$ cat config.mk
export PLATFORM = sky130hd
export DESIGN_NAME = register_file_mch
export DESIGN_NICKNAME = d
export VERILOG_FILES = /design/src/rtl/register_file_mch.sv
export SDC_FILE = /design/constraint.sdc
export NUM_CORES = 1
export LEC_CHECK = 0
export CORE_ASPECT_RATIO = 0.75
export CORE_MARGIN = 8
export CORE_UTILIZATION = 30
export DETAILED_ROUTE_END_ITERATION = 6
export GPL_TIMING_DRIVEN = 0
export HOLD_SLACK_MARGIN = 0.08
export PLACE_DENSITY_LB_ADDON = 0.05
export SYNTH_ARGS = -nofsm -noshare
export SYNTH_HDL_FRONTEND = slang
export SYNTH_SLANG_ARGS = --single-unit
$ cat constraint.sdc
create_clock -name clock -period 1.7 [get_ports clock]
set_clock_uncertainty 0.05 [all_clocks]
set_input_delay 0.17 -clock clock [delete_from_list [all_inputs] [get_ports clock]]
set_output_delay 0.17 -clock clock [all_outputs]
set_load 0.03 [all_outputs]
$ cat src/rtl/register_file_mch.sv
// Micro-facing register file: decodes GPIO command words, drives datapath controls and a timed
// soft reset, and returns capture channels or status. REGFILE_READBACK_EN adds scratch/status regs.
module register_file_mch #(
  parameter int unsigned NB_GPIOS            = 32,
  parameter int unsigned NB_GPIO_ADDRESS     = 8,
  parameter int unsigned NB_GPIO_DATA        = 23,
  parameter int unsigned N_CAPTURE_CH        = 4,
  parameter int unsigned NB_ENABLE_TOTAL     = 4,
  parameter int unsigned NB_LOG_READ_DEVICES = 2,
  parameter int unsigned SOFT_RESET_HOLD     = 16
) (
  input  logic                             clock,
  input  logic                             in_reset_n,
  input  logic [NB_GPIOS-1:0]              in_micro_to_rf_data,
  input  logic [N_CAPTURE_CH*NB_GPIOS-1:0] in_log_capture_data,
  output logic [NB_GPIOS-1:0]              out_rf_to_micro_data,
  output logic                             out_soft_reset,
  output logic [NB_ENABLE_TOTAL-1:0]       out_enables_module,
  output logic                             log_ram_run_from_micro,
  output logic [NB_LOG_READ_DEVICES-1:0]   log_read_devices
);

  localparam logic [NB_GPIO_ADDRESS-1:0] AddrSel     = NB_GPIO_ADDRESS'(8'h00);
  localparam logic [NB_GPIO_ADDRESS-1:0] AddrSoftRst = NB_GPIO_ADDRESS'(8'h01);
  localparam logic [NB_GPIO_ADDRESS-1:0] AddrEnable  = NB_GPIO_ADDRESS'(8'h02);
  localparam logic [NB_GPIO_ADDRESS-1:0] AddrLogRun  = NB_GPIO_ADDRESS'(8'h06);
  localparam logic [NB_GPIO_ADDRESS-1:0] AddrLogDev  = NB_GPIO_ADDRESS'(8'h07);
  localparam logic [NB_GPIO_ADDRESS-1:0] AddrScratch = NB_GPIO_ADDRESS'(8'h08);
  localparam logic [NB_GPIO_ADDRESS-1:0] AddrClear   = NB_GPIO_ADDRESS'(8'h09);

  localparam logic [15:0] HoldLoad = 16'(SOFT_RESET_HOLD);

  // Input stage and edge detection
  logic [NB_GPIOS-1:0]            r_cmd;
  logic                           r_en_prev;
  logic                           r_cmd_fresh;

  // Control registers
  logic [NB_GPIO_ADDRESS-1:0]     r_return_select;
  logic                           r_soft_reset;
  logic [15:0]                    r_hold_cnt;
  logic [NB_ENABLE_TOTAL-1:0]     r_enables;
  logic                           r_log_run;
  logic [NB_LOG_READ_DEVICES-1:0] r_log_dev;
  logic [NB_GPIOS-1:0]            r_rdata;

  logic [NB_GPIO_ADDRESS-1:0]     w_addr;
  logic                           w_we;
  logic [NB_GPIO_DATA-1:0]        w_data;
  logic                           w_commit;
  logic                           w_en_prev_d;

  logic [NB_GPIO_ADDRESS-1:0]     w_return_select_d;
  logic                           w_soft_reset_d;
  logic [15:0]                    w_hold_cnt_d;
  logic [NB_ENABLE_TOTAL-1:0]     w_enables_d;
  logic                           w_log_run_d;
  logic [NB_LOG_READ_DEVICES-1:0] w_log_dev_d;
  logic [NB_GPIOS-1:0]            w_rdata;

`ifdef REGFILE_READBACK_EN
  localparam logic [NB_GPIO_ADDRESS-1:0] SelCtrl    = NB_GPIO_ADDRESS'(8'h80);
  localparam logic [NB_GPIO_ADDRESS-1:0] SelScratch = NB_GPIO_ADDRESS'(8'h81);
  localparam logic [NB_GPIO_ADDRESS-1:0] SelStatus  = NB_GPIO_ADDRESS'(8'h82);

  logic [NB_GPIO_DATA-1:0] r_scratch;
  logic [15:0]             r_write_cnt;
  logic                    r_bad_addr;
  logic [NB_GPIO_DATA-1:0] w_scratch_d;
  logic [15:0]             w_write_cnt_d;
  logic                    w_bad_addr_d;
  logic                    w_counted;
  logic [31:0]             w_ctrl_word;
`else
  logic w_unused_data;
  assign w_unused_data = ^w_data;
`endif

  assign w_addr   = r_cmd[NB_GPIOS-1 -: NB_GPIO_ADDRESS];
  assign w_we     = r_cmd[NB_GPIO_DATA];
  assign w_data   = r_cmd[NB_GPIO_DATA-1:0];
  assign w_commit = w_we & ~r_en_prev;

  // cmd_q still holds its reset value on the first edge after reset; keep en_prev high across
  // it so an enable held through reset needs a fresh low->high before it commits.
  assign w_en_prev_d = r_cmd_fresh ? r_en_prev : w_we;

  always_comb begin
    w_return_select_d = r_return_select;
    w_soft_reset_d    = r_soft_reset;
    w_hold_cnt_d      = r_hold_cnt;
    w_enables_d       = r_enables;
    w_log_run_d       = r_log_run;
    w_log_dev_d       = r_log_dev;
`ifdef REGFILE_READBACK_EN
    w_scratch_d       = r_scratch;
    w_write_cnt_d     = r_write_cnt;
    w_bad_addr_d      = r_bad_addr;
    w_counted         = 1'b0;
`endif

    if (r_hold_cnt != 16'd0) begin
      w_hold_cnt_d = r_hold_cnt - 16'd1;
      if (r_hold_cnt == 16'd1) begin
        w_soft_reset_d = 1'b0;
      end
    end

    if (w_commit) begin
      case (w_addr)
        AddrSel: begin
          w_return_select_d = w_data[NB_GPIO_ADDRESS-1:0];
`ifdef REGFILE_READBACK_EN
          w_counted = 1'b1;
`endif
        end
        AddrSoftRst: begin
          // A write here overrides the running countdown, so a rewrite extends the pulse.
          w_soft_reset_d = w_data[0];
          w_hold_cnt_d   = w_data[0] ? HoldLoad : 16'd0;
`ifdef REGFILE_READBACK_EN
          w_counted = 1'b1;
`endif
        end
        AddrEnable: begin
          w_enables_d = w_data[NB_ENABLE_TOTAL-1:0];
`ifdef REGFILE_READBACK_EN
          w_counted = 1'b1;
`endif
        end
        AddrLogRun: begin
          w_log_run_d = w_data[0];
`ifdef REGFILE_READBACK_EN
          w_counted = 1'b1;
`endif
        end
        AddrLogDev: begin
          w_log_dev_d = w_data[NB_LOG_READ_DEVICES-1:0];
`ifdef REGFILE_READBACK_EN
          w_counted = 1'b1;
`endif
        end
        AddrScratch: begin
`ifdef REGFILE_READBACK_EN
          w_scratch_d = w_data;
          w_counted   = 1'b1;
`endif
        end
        AddrClear: begin
`ifdef REGFILE_READBACK_EN
          w_write_cnt_d = 16'd0;
          w_bad_addr_d  = 1'b0;
`endif
        end
        default: begin
`ifdef REGFILE_READBACK_EN
          w_bad_addr_d = 1'b1;
`endif
        end
      endcase
`ifdef REGFILE_READBACK_EN
      if (w_counted && (r_write_cnt != 16'hFFFF)) begin
        w_write_cnt_d = r_write_cnt + 16'd1;
      end
`endif
    end
  end

`ifdef REGFILE_READBACK_EN
  always_comb begin
    w_ctrl_word        = 32'd0;
    w_ctrl_word[7:0]   = 8'(r_enables);
    w_ctrl_word[8]     = r_soft_reset;
    w_ctrl_word[9]     = r_log_run;
    w_ctrl_word[23:16] = 8'(r_log_dev);
  end
`endif

  always_comb begin
    w_rdata = '0;
    for (int k = 0; k < N_CAPTURE_CH; k++) begin
      if (r_return_select == NB_GPIO_ADDRESS'(k)) begin
        w_rdata = in_log_capture_data[k*NB_GPIOS +: NB_GPIOS];
      end
    end
`ifdef REGFILE_READBACK_EN
    case (r_return_select)
      SelCtrl:    w_rdata = NB_GPIOS'(w_ctrl_word);
      SelScratch: w_rdata = NB_GPIOS'({9'd0, r_scratch});
      SelStatus:  w_rdata = NB_GPIOS'({15'd0, r_bad_addr, r_write_cnt});
      default:    ;
    endcase
`endif
  end

  always_ff @(posedge clock) begin
    if (!in_reset_n) begin
      r_cmd           <= '0;
      r_en_prev       <= 1'b1;
      r_cmd_fresh     <= 1'b1;
      r_return_select <= '0;
      r_soft_reset    <= 1'b1;
      r_hold_cnt      <= 16'd0;
      r_enables       <= '0;
      r_log_run       <= 1'b0;
      r_log_dev       <= '0;
      r_rdata         <= '0;
    end else begin
      r_cmd           <= in_micro_to_rf_data;
      r_en_prev       <= w_en_prev_d;
      r_cmd_fresh     <= 1'b0;
      r_return_select <= w_return_select_d;
      r_soft_reset    <= w_soft_reset_d;
      r_hold_cnt      <= w_hold_cnt_d;
      r_enables       <= w_enables_d;
      r_log_run       <= w_log_run_d;
      r_log_dev       <= w_log_dev_d;
      r_rdata         <= w_rdata;
    end
  end

`ifdef REGFILE_READBACK_EN
  always_ff @(posedge clock) begin
    if (!in_reset_n) begin
      r_scratch   <= '0;
      r_write_cnt <= 16'd0;
      r_bad_addr  <= 1'b0;
    end else begin
      r_scratch   <= w_scratch_d;
      r_write_cnt <= w_write_cnt_d;
      r_bad_addr  <= w_bad_addr_d;
    end
  end
`endif

  assign out_rf_to_micro_data   = r_rdata;
  assign out_soft_reset         = r_soft_reset;
  assign out_enables_module     = r_enables;
  assign log_ram_run_from_micro = r_log_run;
  assign log_read_devices       = r_log_dev;

endmodule
Word-level counts from Yosys, hierarchy flattened:

Index checks and enable logic that the tools add are counted.

* register bits: 98
* bits in latches: 0
* memory bits (writable): 0
* bits in read-only memories: 0
* bits of input ports: 162
* output and inout bits: 40
* memories kept: 0

* $add $sub $neg: 1
* multiply operators: 0
* div/mod/pow operators: 0
* order comparisons: 0
* eq/ne operators: 8
* shift operators: 0
* muxes and demuxes: 13
* bitwise logic cells: 2
* reduce and logical (&&, ||, !) cells: 7

Operator list (count)
* 2-to-1 mux 32 bit: 4
* 2-to-1 mux 16 bit: 3
* equality test 8 x 2 -> 1 bit, second input constant: 3
* equality test 16 x 1 -> 1 bit, second input constant: 1
* equality test 8 x 1 -> 1 bit, second input constant: 2
* equality test 8 x 3 -> 1 bit, second input constant: 2
* logical NOT 8 bit: 2
* nonzero test 16 bit: 1
* subtractor 16 x 1 -> 16 bit, second input constant: 1
* AND reduction 2 bit: 4
* 2-to-1 mux 1 bit: 5
* 2-to-1 mux 5 bit: 1
* AND 1 bit: 1
* inverter 1 bit: 1

Longest topological paths before layout:

Gate-level depths: netlist of run 1.

* depth in word-level cells: 5
* gate-level depth with buffers: 8

Least setup slack after synthesis of run 1:

OpenSTA, ideal clock, no wires.

* kind: reg-to-reg
* from: reg r_hold_cnt[0]
* to: reg r_hold_cnt[13]
* setup time: 72 ps
* arrival: 1693 ps
* required time: 1578 ps
* slack: -114 ps
* stages on the path, launching flop included: 9
* path buffers: 2
* cells stage by stage: dfxtp_1 -> inv_1 -> ha_1 -> nor3b_1 -> and4_1 -> buf_6 -> buf_12 -> nor4b_1 -> mux2i_1

* cells in the longest elaborated chain, start to end: 4
* elaborated cells on any way between the ends: 5
* classes of those cells: 1 x add/sub; 3 x mux; 1 x reduce/logical

Ends and longest elaborated chain
* start, declared: RTL line 41 `logic [15:0] r_hold_cnt;`
* start signal, assigned: RTL line 214 `r_hold_cnt <= w_hold_cnt_d;`
* subtractor 16 x 1 -> 16 bit or nonzero test 16 bit (tied branches): RTL line 103, 102
* 2-to-1 mux 16 bit *: RTL line 102 `if (r_hold_cnt != 16'd0) begin`
* 2-to-1 mux 16 bit: RTL line 110 `case (w_addr)`
* 2-to-1 mux 16 bit *: RTL line 109 `if (w_commit) begin`

Every way passes the cells marked *; elsewhere a longest branch is shown, timed or not.
A chain may end at the register's enable or synchronous reset.

Worst setup path after layout of run 1:

* from: reg r_hold_cnt[4]
* to: reg r_hold_cnt[0]

* cells in the longest elaborated chain, start to end: 4

Ends and longest elaborated chain (RTL line)
* nonzero test 16 bit *: 102
* 2-to-1 mux 16 bit *: 102
* 2-to-1 mux 16 bit: 110
* 2-to-1 mux 16 bit *: 109

Marks and branches as above.

==> flow_summary.toml, run 1 <==
[synthesis]
yosys.area_share.simple_pct = 25.0
synthCells = 397
synth_xor_area_share_pct = 0.240
synth_top_flop_cell = "dfxtp_1"
yosys_register_bits = 83
synth-edff-count = 0
syn_avg_cell_area_um2 = 9.20
ys_seq_area_share_pct = 45.5
syn_area_mm2 = 0.00365
synth.distinct_cells = 49
postSynth.asyncResetShare_pct = 0
syn-num-nets = 562
muxShareOfSynthArea_pct = 12.9
synth_compound_area_share_pct = 11.2
synth_top_family_by_area = "simple AND/OR/NAND/NOR gates"
yosys.area_share.adder_pct = 1.03
ys.warnings.count = 0

[cells_and_area]
finalNonFillerCells = 784
drive_gt1_share_pct = 19.6
area_growth_pct = 73.8
multi_input_area_mm2 = 0.00200
antenna_cells = 0
fill_cells = 1127
seq_area_mm2 = 0.00167
final_net_count = 778

[die]
die_h_um = 112
core_mm2 = 0.0121
io_pins = 202
dieArea_mm2 = 0.0160
num_rows = 35
initial_core_util_pct = 30.2
fp.dieW_um = 143

[sta]
final.min_clock_period_ps = 1810
timing.hold.ws_ps = 361
setup_viol = 9
setup_ws_ps = -115
hold_viol = 0
worstMarginPinSlew_ps = 485
slew_violations = 0
max_freq_ghz = 0.551
slew_headroom_pct = 67.2
timing.final.crit_share_pct = 107
grt_setup_unrepaired = "true"

[critical_path]
cp_slowest_cell = "nor4_4"
crit_type = "register to register"
rr_endpoint = "r_hold_cnt[0]"
crit_top_cell = "buf_6"
critPathRequiredTime_ps = 1880
ff2ff_path_depth = 8
end_kind = "register"
critPathMaxFanout = 7
cp_top_family = "simple AND/OR/NAND/NOR gates"
reg2reg_from = "r_hold_cnt[4]"
startpoint_type = "register"
path_buf_inv = 4
reg2reg_slack_ps = -110
crit_arrival_ps = 1990
cpPeakStageDelay_ps = 380
worstPathCellList = "nor4_4 -> and4_1 -> buf_6 -> buf_12 -> buf_6 -> buf_4 -> xnor2_1 -> nor2_1"

[route]
post_drt_wl_per_cell_um = 16.6
vias_per_cell = 4.72
final_antenna_net_count = 0
wl_um = 13000
drt-initial-drc-count = 138
drtPass1Iterations = 4
drc = 0
vias = 3703

[place]
dp_hpwl_um = 10100
gp_congestion = 0.745
dp_cells = 749
portBuffers = 186

[run]
drv_cap = 0

[clocking]
cts_tree = "built"
clockRootBuffer = "clkbuf_16"
clk_pin_slew_ps = 70
clkLatencyLatePin_ps = 330
clk_path_buf_depth = 2
cts_hold_buf = 0
cts_buffers = 9
cts_max_level = 3
clock-sinks = 83

[power_and_ir_drop]
power_per_cell_area_mw_per_mm2 = 1000
ir_drop_mv = 0.523
cellLeakagePower_uw = 0.00241

[grt]
grt_use_total_pct = 16.5
grt_first_pass_wirelength_um = 20600
grt_max_degree = 17
grt_pass1_vias = 3938
grt_antenna_before_repair = 0
grt_overflow = 0

[status]
status = "complete, but fails checks"
violations = "negative setup slack"

[hold_path]
hp-start = "in_micro_to_rf_data[29]"
hp-class = "input port to register"
hold_end = "r_cmd[29]"
worstHoldPathCells = 2
==> power by group <==
| group | internal, µW | switching [µW] | leakage [µW] |
|---|---|---|---|
| registers | 2130 | 182 | 0.000688 |
| logic | 1240 | 951 | 0.00159 |
| clock network | 1020 | 842 | 0.000139 |
| total | 4390 | 1970 | 0.00241 |
==> registers in the layout, indices dropped and copies added (netlist names) <==
signal,count
out_rf_to_micro_data,32
r_cmd,17
r_hold_cnt,16
r_return_select,8
out_enables_module,4
log_read_devices,2
log_ram_run_from_micro,1
out_soft_reset,1
r_cmd_fresh,1
r_en_prev,1
==> timing repair <==
action,in CTS,in global routing
pin swaps,13,19
gates resized for setup,15,38
buffers inserted,10,10
setup endpoints to repair,58,51
==> cells in the mapped netlist, types with 2 or more instances <==
library cell	instances	area, µm²
nor3b_1	2	15.0
nor2_1	47	176
a31oi_1	2	12.5
nand3_1	5	25.0
a21oi_1	17	85.1
mux2_2	32	360
nor4_1	3	18.8
inv_1	4	15.0
or4_1	4	30.0
o31ai_1	4	30.0
ha_1	3	37.5
buf_2	5	25.0
and2_1	17	106
nand2_1	26	97.6
clkbuf_1	17	63.8
mux2i_1	11	110
o21ai_0	3	15.0
dfxtp_1	83	1660
nor4_2	2	25.0
nand3b_1	3	22.5
or3_2	2	15.0
nor3_1	34	170
nand4_1	7	43.8
nor4b_1	2	17.5
nand2b_1	5	31.3
buf_6	2	22.5
nand4b_1	2	17.5
o22ai_1	32	200
==> per-stage QoR <==
step / area, µm² / total power [µW] / TNS, ps / worst slack [ps] / util (%)
after floorplan: 3680 / 3390 / 0 / 7.89 / -
after global placement: 5750 / 4040 / -4830 / -256 / 47.6
after detailed placement: 5750 / 4080 / -5880 / -282 / 47.6
after CTS: 6170 / 6190 / -338 / -99.7 / 51.0
after global routing: 6350 / 6710 / -1370 / -197 / 52.5
final: 6350 / 6360 / -387 / -115 / 52.5
==> worst max-delay path by stage <==
stage                       start            end  slack (ps)  cells past startpoint
floorplan           r_hold_cnt[0]  r_hold_cnt[4]           8                      7
global placement        r_cmd[29]  r_hold_cnt[0]        -260                      5
detailed placement      r_cmd[29]  r_hold_cnt[0]        -280                      5
CTS                 r_hold_cnt[0]  r_hold_cnt[6]        -100                      7
global route        r_hold_cnt[4]  r_hold_cnt[0]        -200                      8
finish              r_hold_cnt[4]  r_hold_cnt[0]        -110                      8
==> cells by family (layout without fill, tap and decap cells) <==
| kind of cell | Yosys count | in the layout |
|---|---|---|
| buffers and inverters | 30 | 251 |
| adder cells (fa/ha/maj) | 3 | 3 |
| flip-flops | 83 | 83 |
| AO/OA/AOI/OAI | 66 | 66 |
| multiplexers | 43 | 43 |
| AND/OR/NAND/NOR | 171 | 171 |
| XOR/XNOR | 1 | 1 |
==> placed cells by master, fill, tap and decap left out, types with 2 or more instances in the layout <==
master | synthesis | final
a21oi_1 | 17 | 16
a21oi_2 | 1 | 2
and2_1 | 17 | 17
buf_2 | 5 | 3
buf_4 | 0 | 18
buf_6 | 2 | 3
clkbuf_1 | 17 | 5
clkbuf_16 | 0 | 9
clkbuf_2 | 0 | 12
clkbuf_4 | 0 | 2
clkdlybuf4s50_1 | 0 | 186
dfxtp_1 | 83 | 78
dfxtp_2 | 0 | 3
dfxtp_4 | 0 | 2
ha_1 | 3 | 2
inv_1 | 4 | 2
inv_6 | 0 | 3
mux2_2 | 32 | 32
mux2i_1 | 11 | 11
nand2_1 | 26 | 25
nand2b_1 | 5 | 5
nand3_1 | 5 | 3
nand3_2 | 1 | 3
nand3b_1 | 3 | 3
nand4_1 | 7 | 7
nand4b_1 | 2 | 2
nor2_1 | 47 | 47
nor3_1 | 34 | 34
nor4_4 | 1 | 6
nor4b_4 | 0 | 2
o21ai_0 | 3 | 3
o22ai_1 | 32 | 32
o31ai_1 | 4 | 2
o31ai_2 | 0 | 2
or3_2 | 2 | 2
or4_1 | 4 | 3
or4_4 | 1 | 2
==> layout make-up <==
type                            count  area share (%)
Buffer                             25            2.39
Clock buffer                        9            3.55
Clock inverter                      7           0.926
Inverter                            5           0.335
Multi-Input combinational cell    284            31.5
Sequential cell                    83            26.4
Tap cell                          166            3.27
Timing Repair Buffer              205            31.6
==> routing by layer <==
metal	track usage (%)	vias up	wire (µm)	part of all wire [%]
met5	0	-	0	0
met4	3.84	0	116	0.89
met3	6.16	11	967	7.4
met2	29.8	102	6750	52
met1	17.7	1714	5170	40
li1	-	1876	-	-
No activity file was read; power rests on OpenSTA's default activity.
==> run 2: changes to the inputs <==
--- a/config.mk
+++ b/config.mk
@@ -11,7 +11,7 @@
 export DETAILED_ROUTE_END_ITERATION = 6
 export GPL_TIMING_DRIVEN = 0
 export HOLD_SLACK_MARGIN = 0.08
-export PLACE_DENSITY_LB_ADDON = 0.05
+export PLACE_DENSITY_LB_ADDON = 0.3
 export SYNTH_ARGS = -nofsm -noshare
 export SYNTH_HDL_FRONTEND = slang
 export SYNTH_SLANG_ARGS = --single-unit
==> constraint.sdc (replaced) <==
create_clock -name clock -period 1.6 [get_ports clock]
set_clock_uncertainty 0.05 [all_clocks]
set_input_delay 0.16 -clock clock [delete_from_list [all_inputs] [get_ports clock]]
set_output_delay 0.16 -clock clock [all_outputs]
set_load 0.03 [all_outputs]
==> flow_summary.toml, run 2 (same netlist as run 1, synthesis figures left out) <==
[critical_path]
reg2reg_from = "r_hold_cnt[0]"
worstPathCellList = "inv_2 -> ha_4 -> nor3b_4 -> and4_1 -> buf_6 -> or4_4 -> a21oi_2"
crit_arrival_ps = 1960
crit_start = "r_hold_cnt[0]"
cp_slowest_cell = "or4_4"
critPathMaxFanout = 8
crit_type = "register to register"
cp-endpoint = "r_hold_cnt[6]"
cpPeakStageDelay_ps = 490
end_kind = "register"
reg2reg_slack_ps = -140
startpoint_type = "register"
rr_endpoint = "r_hold_cnt[6]"
critPathRequiredTime_ps = 1820
ff2ff_path_depth = 7

[sta]
timing.hold.ws_ps = 352
final.min_clock_period_ps = 1740
hold_viol = 0
max_freq_ghz = 0.574
worstMarginPinSlew_ps = 519
grt_setup_unrepaired = "true"
setup_viol = 13
timing.final.crit_share_pct = 109
slew_headroom_pct = 65.4
setup_ws_ps = -142
slew_violations = 0

[clocking]
cts_tree = "built"
clock-sinks = 83
clkLatencyLatePin_ps = 330
cts_max_level = 3
cts_hold_buf = 0
clk_path_buf_depth = 2
clockRootBuffer = "clkbuf_16"
cts_buffers = 9
clk_pin_slew_ps = 60

[place]
place_ws_ps = -352
dp_hpwl_um = 10100
portBuffers = 186
placed_cell_area_mm2 = 0.00577
gp_congestion = 0.856

[power_and_ir_drop]
cellLeakagePower_uw = 0.00259
power_per_cell_area_mw_per_mm2 = 1110
p_total_uw = 7320
ir_drop_mv = 0.634

[die]
initial_core_util_pct = 30.2
dieArea_mm2 = 0.0160
io_pins = 202
num_rows = 35
die_h_um = 112
core_mm2 = 0.0121
fp.dieW_um = 143

[cells_and_area]
multi_input_area_mm2 = 0.00207
area_growth_pct = 80.6
final_net_count = 789
largest_reg_flops = 32
fill_cells = 1104
drive_gt1_share_pct = 23.2
final_cell_mix = "clkdlybuf4s50_1, dfxtp_1, nor2_1, nor3_1"
seq_area_mm2 = 0.00168
post-route-cell-area_mm2 = 0.00660
antenna_cells = 0
layout_commonest_cell = "clkdlybuf4s50_1"

[route]
vias_per_cell = 4.82
final_antenna_net_count = 0
drc = 0
post_drt_wl_per_cell_um = 16.9
wl_um = 13400
drt-initial-drc-count = 140
vias = 3827
drtPass1Iterations = 4

[grt]
grt_antenna_before_repair = 0
grt_first_pass_wirelength_um = 20300
grt_use_total_pct = 15.9
grt_pass1_vias = 4019
grt_overflow = 0
grt_max_degree = 15

[hold_path]
hp-class = "input port to register"
hp-start = "in_micro_to_rf_data[31]"

[status]
violations = "negative setup slack"
status = "complete, but fails checks"

[run]
drv_cap = 0
## run 2: layer usage
| metal | global-route usage (%) | wire length, µm | up-vias |
|---|---|---|---|
| met5 | 0 | 0 | - |
| met3 | 4.49 | 846 | 21 |
| met2 | 28.0 | 6840 | 116 |
| met1 | 17.9 | 5440 | 1807 |
| met4 | 5.94 | 290 | 0 |
| li1 | - | - | 1883 |
## run 2: worst min-delay path by stage
stage	cells after the start	endpoint	slack, ps
3_5_place_dp	2	r_return_select[5]	390
4_1_cts	2	r_cmd[31]	340
2_1_floorplan	1	r_cmd[0]	240
5_1_grt	2	r_cmd[5]	350
6_report	2	r_cmd[31]	350
3_3_place_gp	2	r_return_select[6]	380
## run 2: report_power, final
group	internal [µW]	total, µW	switching (µW)
registers	2270	2480	205
logic	1610	2770	1160
clock network	1250	2080	827
## run 2: metrics by stage
stage	std cells	util [%]	TNS (ps)
floorplan	397	-	-372
global placement	749	47.7	-8960
detailed placement	749	47.7	-11000
CTS	786	52.6	-704
global route	794	54.6	-1750
finish	794	54.6	-824
## run 2: area by class of cell
| class | instances | area share (%) |
|---|---|---|
| multi-input cells | 284 | 31.4 |
| repair buffers | 217 | 32.5 |
| inverters | 5 | 0.285 |
| well taps | 166 | 3.15 |
| clock inverters | 5 | 0.967 |
| clock buffers | 10 | 3.62 |
| plain buffers | 24 | 2.52 |
| flip-flops and latches | 83 | 25.5 |
## run 2: critical path, delay by kind of cell (launching register included)
| family | cells | cell delay, ps |
|---|---|---|
| simple gates | 3 | 800 |
| buf+inv | 2 | 190 |
| fa+ha+maj | 1 | 150 |
| flops | 1 | 350 |
| compound gates | 1 | 130 |
## run 2: what timing repair did
item | 4_1_cts | 5_1_grt
pin swaps | 21 | 16
setup endpoints to repair | 61 | 62
gates cloned | 0 | 1
gates resized for setup | 36 | 51
buffers inserted | 22 | 8
